File: config.mk
export PLATFORM = sky130hd
export DESIGN_NAME = strat_order_sched
export DESIGN_NICKNAME = d
export VERILOG_FILES = /design/src/rtl/strat_order_sched.sv
export SDC_FILE = /design/constraint.sdc
export NUM_CORES = 1
export LEC_CHECK = 0
export ABC_AREA = 1
export CAP_MARGIN = 20
export CELL_PAD_IN_SITES_DETAIL_PLACEMENT = 1
export CELL_PAD_IN_SITES_GLOBAL_PLACEMENT = 1
export CORE_MARGIN = 5
export CORE_UTILIZATION = 38
export DETAILED_ROUTE_END_ITERATION = 8
export PLACE_DENSITY = 0.92
export SYNTH_ARGS = -nofsm -noshare
export SYNTH_HDL_FRONTEND = slang
export SYNTH_SLANG_ARGS = --single-unit
File: constraint.sdc
create_clock -name clk -period 8.2 [get_ports clk]
set_input_delay 0.82 -clock clk [delete_from_list [all_inputs] [get_ports clk]]
set_output_delay 0.82 -clock clk [all_outputs]
set_load 0.01 [all_outputs]
File: src/rtl/strat_order_sched.sv
// Order sequencer: turns one-cycle buy/sell decisions into held, handshaked orders
// with a symmetric position limit, a post-order cooldown and a saturating drop counter.
module strat_order_sched #(
    parameter int W        = 32,
    parameter int QW       = 16,
    parameter int COOLDOWN = 4
) (
    input  logic          clk,
    input  logic          rst,
    input  logic          enable,
    input  logic          sig_valid,
    input  logic          buy,
    input  logic          sell,
    input  logic [W-1:0]  bid_px0,
    input  logic [W-1:0]  ask_px0,
    input  logic [QW-1:0] order_qty,
    input  logic [QW-1:0] pos_limit,
    input  logic          ord_ready,
    output logic          ord_valid,
    output logic          ord_side,
    output logic [W-1:0]  ord_px,
    output logic [QW-1:0] ord_qty,
    output logic [QW-1:0] position,
    output logic [15:0]   drop_cnt,
    output logic          busy
);

    localparam logic [1:0] S_IDLE = 2'd0;
    localparam logic [1:0] S_HOLD = 2'd1;
    localparam logic [1:0] S_COOL = 2'd2;

    localparam int CW = (COOLDOWN > 1) ? $clog2(COOLDOWN) : 1;
    localparam logic [CW-1:0] CNT_LOAD = (COOLDOWN > 0) ? CW'(COOLDOWN - 1) : {CW{1'b0}};

    logic [1:0]    r_state;
    logic [CW-1:0] r_cool_cnt;
    logic          r_ord_valid;
    logic          r_ord_side;
    logic [W-1:0]  r_ord_px;
    logic [QW-1:0] r_ord_qty;
    logic [QW-1:0] r_position;
    logic [15:0]   r_drop_cnt;
    logic          r_busy;

    logic                 w_act;
    logic                 w_conf;
    logic                 w_pass;
    logic                 w_drop;
    logic                 w_transfer;
    logic [15:0]          w_drop_nxt;
    logic signed [QW+1:0] w_pos_x;
    logic signed [QW+1:0] w_qty_x;
    logic signed [QW+1:0] w_lim_x;

    assign w_act      = sig_valid & enable & (buy ^ sell);
    assign w_conf     = sig_valid & enable & buy & sell;
    assign w_transfer = r_ord_valid & ord_ready;

    // Limit check and drop decision; two guard bits keep the signed sums exact.
    always_comb begin
        w_pos_x = {{2{r_position[QW-1]}}, r_position};
        w_qty_x = {2'b00, order_qty};
        w_lim_x = {2'b00, pos_limit};
        if (buy) begin
            w_pass = ((w_pos_x + w_qty_x) <= w_lim_x);
        end else begin
            w_pass = ((w_pos_x - w_qty_x) >= -w_lim_x);
        end
        case (r_state)
            S_IDLE:  w_drop = w_conf | (w_act & ~w_pass);
            default: w_drop = w_act | w_conf;
        endcase
        if (w_drop && (r_drop_cnt != 16'hFFFF)) begin
            w_drop_nxt = r_drop_cnt + 16'd1;
        end else begin
            w_drop_nxt = r_drop_cnt;
        end
    end

    // Sequencer state, latched order payload, position and drop counter.
    always_ff @(posedge clk) begin
        if (rst) begin
            r_state     <= S_IDLE;
            r_cool_cnt  <= {CW{1'b0}};
            r_ord_valid <= 1'b0;
            r_ord_side  <= 1'b0;
            r_ord_px    <= {W{1'b0}};
            r_ord_qty   <= {QW{1'b0}};
            r_position  <= {QW{1'b0}};
            r_drop_cnt  <= 16'd0;
            r_busy      <= 1'b0;
        end else begin
            r_drop_cnt <= w_drop_nxt;
            case (r_state)
                S_IDLE: begin
                    if (w_act && w_pass) begin
                        r_state     <= S_HOLD;
                        r_ord_valid <= 1'b1;
                        r_busy      <= 1'b1;
                        r_ord_side  <= buy;
                        r_ord_px    <= buy ? ask_px0 : bid_px0;
                        r_ord_qty   <= order_qty;
                    end
                end
                S_HOLD: begin
                    if (w_transfer) begin
                        r_ord_valid <= 1'b0;
                        r_position  <= r_ord_side ? (r_position + r_ord_qty)
                                                  : (r_position - r_ord_qty);
                        if (COOLDOWN == 0) begin
                            r_state <= S_IDLE;
                            r_busy  <= 1'b0;
                        end else begin
                            r_state    <= S_COOL;
                            r_cool_cnt <= CNT_LOAD;
                        end
                    end
                end
                S_COOL: begin
                    if (r_cool_cnt == {CW{1'b0}}) begin
                        r_state <= S_IDLE;
                        r_busy  <= 1'b0;
                    end else begin
                        r_cool_cnt <= r_cool_cnt - {{(CW-1){1'b0}}, 1'b1};
                    end
                end
                default: begin
                    r_state     <= S_IDLE;
                    r_ord_valid <= 1'b0;
                    r_busy      <= 1'b0;
                end
            endcase
        end
    end

    assign ord_valid = r_ord_valid;
    assign ord_side  = r_ord_side;
    assign ord_px    = r_ord_px;
    assign ord_qty   = r_ord_qty;
    assign position  = r_position;
    assign drop_cnt  = r_drop_cnt;
    assign busy      = r_busy;

endmodule
==> results.md, run 1 <==
- CTS tree: done
- Clock Tree Root: sky130_fd_sc_hd__clkbuf_16
- Row Count: 51
- Worst Max-Slew Pin Slew: 947 ps
- Initial cell density of the core: 38.5%
- Arrival time of data at the critical path endpoint: 6320 ps
- Overflow after GRT: 0
- Cell family contributing the most delay on the critical path: simple AND/OR/NAND/NOR gates
- Total Die Area: 22500 µm²
- Most utilized layer in the global route result: met2
- Nets: 1436
- Placer's final routability congestion estimate: 0.865
- Combined area of all synthesized cells: 7460 µm²
- Post-CTS resize count: 0
- Setup total negative slack: 0 ps
- Commonest cells after routing, fill and taps aside: sky130_fd_sc_hd__nor2_1 (185), sky130_fd_sc_hd__clkdlybuf4s50_1 (184), sky130_fd_sc_hd__nand2_1 (151)
- Aggregate global-route resource usage: 22.2%
- Number of global-route vias before repair: 8224
- Compound-Gate Fraction of Synth Area: 14.5%
- Critical path type: in -> reg
- WP data required: 8430 ps
- Pin count of the biggest net entering global routing: 56
- Area used by multi-input combinational logic: 5050 µm²
- Wire length per cell: 16.8 µm
- Number of maximum-capacitance violations: 0
- Proportion of register bits with asynchronous set or reset after synthesis: 0%
- Peak supply drop: 0.0000906 V
- Register bit count reported by yosys: 87
- Met1 routing resource usage after global routing: 25.6%
- Vias: 7788
- Die Ht: 150 µm
- Count of cell types in the netlist: 47
- Wire length of the first global-routing pass: 40600 µm
- Peak per-stage delay on the critical path: 520 ps
- Final clock period utilization by the worst path: 74.2%
- Top-level I/O count: 186
- Sequential-to-total area share from yosys stat: 23.3%
- Sum of net half-perimeters after detailed placement: 20400 µm
- Buffering stage count on the worst path with inverters included: 3
- Diodes inserted: 0
- H-tree depth reported by CTS: 3
- Sink Count: 87
- Number of inserted filler cells in the final layout: 2506
- Starting DRC count in detailed routing: 360
- Hold-fix buffers at CTS: 0
- Post-detailed-route via-to-cell ratio: 5.15
- Die X: 150 µm
- Synthesis warning total: 0
- Detailed-routing iteration count for the pre-antenna-repair pass: 5
- Shortest period the worst path allows: 6090 ps
- Crit. End Element: register
- Clk_lat worst skew: 360 ps
- Number of pins exceeding their max-slew limit in the final report: 0
- Mapped Avg Cell Area: 6.92 µm²
- Post-placement setup slack: 1830 ps
- Kind of path behind the tightest hold check: reg -> reg
- Area of all sequential standard cells: 1740 µm²
- Count of mapped cells out of synthesis: 1079
- Num CTS Buffers: 9
- Number of nets with antenna violations after routing: 0
- Final setup violation count: 0
- Startpoint kind of the worst setup timing path: primary input
- Share of post-route cells with drive strength above 1: 5.61%
- Dominant combinational cell family by area after synthesis: simple AND/OR/NAND/NOR gates
- Synthesis-to-finish area growth: 31.1%
- Slew Limit Headroom: 36.8%
- FMAX: 0.164 GHz
- Clock slew at reported path FFs: 70 ps
- DRC: 0
- Met2 track demand over resource: 40.1%
- Highest-delay cell along the critical path: sky130_fd_sc_hd__clkdlybuf4s50_1
- Placeable core area: 19400 µm²
- Post-detailed-routing wire length: 25400 µm
- CTS max path bufs: 2
- Post-Synth Simple-Gate Area: 23.8%
- Mux share of post-synthesis cell area: 4.83%
- Pwr Density: 125 nW/µm²
- Synth Flop Type: sky130_fd_sc_hd__dfxtp_1
- Commonest non-fill, non-tap cell in the layout: sky130_fd_sc_hd__nor2_1
- Post-Syn Nets: 1272
- RSZ-0062 raised after global routing: false
- EDFF count, synth: 0
- Run status: finished clean
- Final number of hold-violating endpoints: 0
- Layout Skew: 16.6 ps
- Antenna violations before repair: 0
- Met3 Use GR: 4.94%
- Xor-xnor portion of the synthesized cell area: 9.15%
- Leakage power: 4.55 nW
- Dominant cell type by count on the critical path: sky130_fd_sc_hd__nand2_1
- Power consumption: 0.00122 W
- Setup Buffers After CTS: 0
- Critical-path maximum fanout: 52
- Number of I/O port buffers: 185
- Fraction of the mapped netlist area in adder cells: 15.4%
- Post-route setup slack: 2110 ps
## cell families (layout without fill, tap and decap cells)
family | Yosys count | in the layout
buf+inv | 166 | 335
mux | 32 | 32
xor+xnor | 78 | 78
flops | 87 | 87
fa+ha+maj | 90 | 90
simple gates | 425 | 425
compound gates | 201 | 201
## synth_stat cells, drive strengths merged, types with 18 or more instances
cell type    n  area share [%]
nand2      155             7.9
buf         22             1.7
mux2        32             4.8
ha          87              15
nor3        18             1.4
a21oi       78             5.3
dfxtp       87              23
o21ai       93             6.2
xor2        63             7.4
nor2       185             9.3
nand3       49             3.6
inv        129             6.5
## per-layer routing
layer / share of wire, % / wire, µm
met5: 0 / 0
met4: 3.2 / 803
met3: 5.1 / 1300
met2: 50 / 12700
met1: 42 / 10600
## worst paths after layout
kind / end / cells after the start / slack [ps] / start
max: ord_qty[13] / 28 / 2110 / order_qty[0]
min: r_cool_cnt[0] / 1 / 460 / r_cool_cnt[0]
max reg2reg: ord_qty[13] / 28 / 2690 / position[0]
min reg2reg: r_cool_cnt[0] / 1 / 460 / r_cool_cnt[0]
## where the power goes
part	leakage (nW)	switching, W	internal [W]
clock network	0.138	0.000194	0.000219
logic	3.70	0.000193	0.000165
registers	0.705	0.0000135	0.000437
## flip-flops by register name, summed over array words and instances, names as in the netlist
signal,cells
position,16
ord_valid,1
ord_px,32
busy,1
drop_cnt,16
r_state,2
r_cool_cnt,2
ord_qty,16
ord_side,1
## layout make-up
class	count	share of cell area [%]
Clock buffer	10	2.44
Clock inverter	6	0.537
Inverter	130	4.99
Multi-Input combinational cell	826	51.6
Sequential cell	87	17.8
Tap cell	265	3.39
Timing Repair Buffer	189	19.2
## worst register-to-register path: cells and delay by family (launching register included)
| family | cells | cell delay, ps |
|---|---|---|
| DFF | 1 | 390 |
| adders and majority gates | 3 | 920 |
| and+or+nand+nor | 18 | 2060 |
| AOI/OAI and AO/OA | 3 | 890 |
| xor gates and xnor gates | 1 | 120 |
| buffers and inverters | 3 | 1020 |
## metrics by stage
| step | cells | hold slack, ps | area, µm² | utilization [%] |
|---|---|---|---|---|
| 5_1_grt | 1513 | 478 | 9780 | 50.4 |
| 6_report | 1513 | 462 | 9780 | 50.4 |
| 3_3_place_gp | 1496 | 451 | 9480 | 48.9 |
| 3_5_place_dp | 1496 | 452 | 9480 | 48.9 |
| 2_1_floorplan | 1079 | 436 | 7460 | - |
| 4_1_cts | 1512 | 464 | 9770 | 50.4 |
Note: power is estimated with default switching activity, not from simulation.
==> inputs of run 2 (changes only) <==
--- a/config.mk
+++ b/config.mk
@@ -10,9 +10,9 @@
 export CELL_PAD_IN_SITES_DETAIL_PLACEMENT = 1
 export CELL_PAD_IN_SITES_GLOBAL_PLACEMENT = 1
 export CORE_MARGIN = 5
-export CORE_UTILIZATION = 38
+export CORE_UTILIZATION = 36
 export DETAILED_ROUTE_END_ITERATION = 8
-export PLACE_DENSITY = 0.92
+export PLACE_DENSITY = 0.88
 export SYNTH_ARGS = -nofsm -noshare
 export SYNTH_HDL_FRONTEND = slang
 export SYNTH_SLANG_ARGS = --single-unit
==> constraint.sdc (replaced) <==
create_clock -name clk -period 6.04 [get_ports clk]
set_input_delay 0.604 -clock clk [delete_from_list [all_inputs] [get_ports clk]]
set_output_delay 0.604 -clock clk [all_outputs]
set_load 0.01 [all_outputs]
==> run 2 against run 1 <==
Effect of this change:
- combinational power up 36%
- first-iteration DRC count down 31%
- sequential cell count unchanged
- largest cell class unchanged
- largest power group unchanged
==> results.md, run 2 (synthesis results as in run 1) <==
- CTS tree: done
- Post-detailed-routing wire length: 24900 µm (-2.1%)
- Critical path type: in -> reg
- Clock Tree Root: sky130_fd_sc_hd__clkbuf_16
- Flip-flop count of the largest register, all copies and words added: 32 (unchanged)
- Depth of the worst register-to-register path: 25 (-11%)
- Number of global-route vias before repair: 8273 (+0.60%)
- Dominant cell type by count on the critical path: sky130_fd_sc_hd__nand2_1
- Placed cells: 1502 (+0.40%)
- H-tree depth reported by CTS: 3 (unchanged)
- Shortest period the worst path allows: 5460 ps
- Clk_lat worst skew: 340 ps (-20 ps)
- Layout Skew: 19.6 ps (+3.01 ps)
- Kind of path behind the tightest hold check: reg -> reg
- Share of total power in the clock network: 34.4% (+0.6 points)
- Overflow after GRT: 0 (unchanged)
- Share of total power consumed by net switching: 31.2% (-1.6 points)
- Initial cell density of the core: 36.8% (-1.7 points)
- Commonest cells after routing, fill and taps aside: sky130_fd_sc_hd__nor2_1 (185), sky130_fd_sc_hd__clkdlybuf4s50_1 (184), sky130_fd_sc_hd__nand2_1 (151)
- Highest-delay cell along the critical path: sky130_fd_sc_hd__inv_2
- Critical-path maximum fanout: 52 (unchanged)
- Commonest non-fill, non-tap cell in the layout: sky130_fd_sc_hd__nor2_1
- Filler-free cell count of the finished design: 1519 (+0.40%)
- Register share of total power: 36.6% (-0.3 points)
- Starting DRC count in detailed routing: 249 (-31%)
- Detailed-routing iteration count for the pre-antenna-repair pass: 5 (unchanged)
- Wire length per cell: 16.4 µm (-2.5%)
- Setup Buffers After CTS: 0 (unchanged)
- WP data required: 6310 ps (-2120 ps)
- Run status: finished clean
- Die Ht: 154 µm (+2.6%)
- Wire length of the first global-routing pass: 40600 µm (about the same)
- Peak per-stage delay on the critical path: 700 ps (+180 ps)
- Top-level I/O count: 186 (unchanged)
- Share of post-route cells with drive strength above 1: 5.68% (+0.076 points)
- Clock slew at reported path FFs: 60 ps (about the same)
- Vias: 7705 (-1.1%)
- Proportion of power drawn by combinational gates: 29.1% (-0.2 points)
- CTS max path bufs: 2 (unchanged)
- RSZ-0062 raised after global routing: false
- Diodes inserted: 0 (unchanged)
- Leakage power: 4.56 nW (+0.27%)
- Worst hold path stage count: 1 (unchanged)
- Int Pwr: 0.00115 W (+40%)
- Crit. End Element: register
- Sum of net half-perimeters after detailed placement: 20100 µm (-1.7%)
- Startpoint kind of the worst setup timing path: primary input
- Switching component of the power: 0.000522 W (+30%)
- Post-CTS resize count: 0 (unchanged)
- Final number of hold-violating endpoints: 0 (unchanged)
- Die X: 154 µm (+2.6%)
- Slew Limit Headroom: 35.8% (-1.0 points)
- Final setup violation count: 0 (unchanged)
- Placeable core area: 20300 µm² (+4.6%)
- Worst Max-Slew Pin Slew: 962 ps (+15.5 ps)
- Number of I/O port buffers: 185 (unchanged)
- Row Count: 52 (+2.0%)
- Final clock period utilization by the worst path: 90.4%
- Number of pins exceeding their max-slew limit in the final report: 0 (unchanged)
- Nets: 1437 (+0.070%)
- Post-detailed-route via-to-cell ratio: 5.07 (-1.5%)
- Pwr Density: 171 nW/µm² (+37%)
- Number of maximum-capacitance violations: 0 (unchanged)
- Number of nets with antenna violations after routing: 0 (unchanged)
- Arrival time of data at the critical path endpoint: 5730 ps (-590 ps)
- FMAX: 0.183 GHz
- Hold-fix buffers at CTS: 0 (unchanged)
- Pin count of the biggest net entering global routing: 53 (-5.4%)
- Num CTS Buffers: 9 (unchanged)
- Synthesis-to-finish area growth: 31.5%
- Antenna violations before repair: 0 (unchanged)
- Aggregate global-route resource usage: 20.4% (-1.8 points)
- Placer's final routability congestion estimate: 0.855 (-1.2%)
- Peak supply drop: 0.000110 V (+21%)
- Total Die Area: 23700 µm² (+5.2%)
- Setup total negative slack: 0 ps (unchanged)
- Sink Count: 87 (unchanged)
- Launch point of the worst reg-to-reg path: position[1]
- DRC: 0 (unchanged)
- Crit path from: order_qty[0]
- Beginning of the worst hold path: r_cool_cnt[0]
-- run 2: cell types whose count changed in the layout (fill, tap and decap cells not counted), sizes merged --
cell | previous run | this run
clkinv | 2 | 3
bufinv | 0 | 1
buf | 5 | 6
inv | 132 | 130
-- run 2: final cells by class --
cell class	count	area, µm²
fill	2607	10500
multi-input combinational	826	5050
inverter	130	488
clock inverter	6	67.6
timing repair buffer	190	1890
sequential	87	1740
clock buffer	10	239
tap	270	338
-- run 2: critical path, delay by kind of cell --
family	cells	cell delay, ps
buffers and inverters	2	1190
AO/OA/AOI/OAI	3	950
adder cells (fa/ha/maj)	3	980
AND/OR/NAND/NOR	17	1830
XOR/XNOR	1	130
-- run 2: routing by layer --
metal / track usage [%] / up-vias / part of all wire (%) / wire [µm]
li1: - / 3856 / - / -
met1: 23.7 / 3654 / 42 / 10400
met2: 37.3 / 167 / 50 / 12400
met3: 4.92 / 28 / 6.3 / 1570
met4: 5.26 / 0 / 2.0 / 502
met5: 0 / - / 0 / 0
-- run 2: through the flow --
stage                     total power, W  instance area [µm²]  hold WS [ps]  worst slack [ps]  utilization (%)
after floorplan                 0.000913                 7460           436              1980                -
after CTS                        0.00169                 9800           473               570             48.3
after global routing             0.00177                 9810           490               109             48.3
after global placement           0.00109                 9500           455               418             46.8
final                            0.00167                 9810           472               581             48.3
after detailed placement         0.00111                 9500           463               224             46.8
-- run 2: power groups by stage --
stage | Combinational (W) | Clock, W | Sequential, W
2_1_floorplan | 0.000283 | 0 | 0.000630
3_3_place_gp | 0.000466 | 0 | 0.000624
3_5_place_dp | 0.000485 | 0 | 0.000625
4_1_cts | 0.000490 | 0.000583 | 0.000612
5_1_grt | 0.000543 | 0.000609 | 0.000615
6_report | 0.000487 | 0.000575 | 0.000612
-- run 2: worst paths after layout --
kind | slack [ps] | endpoint
worst max-delay path | 580 | ord_px[8]
worst min-delay path | 470 | r_cool_cnt[0]
worst max register to register | 920 | ord_px[8]
worst min register to register | 470 | r_cool_cnt[0]
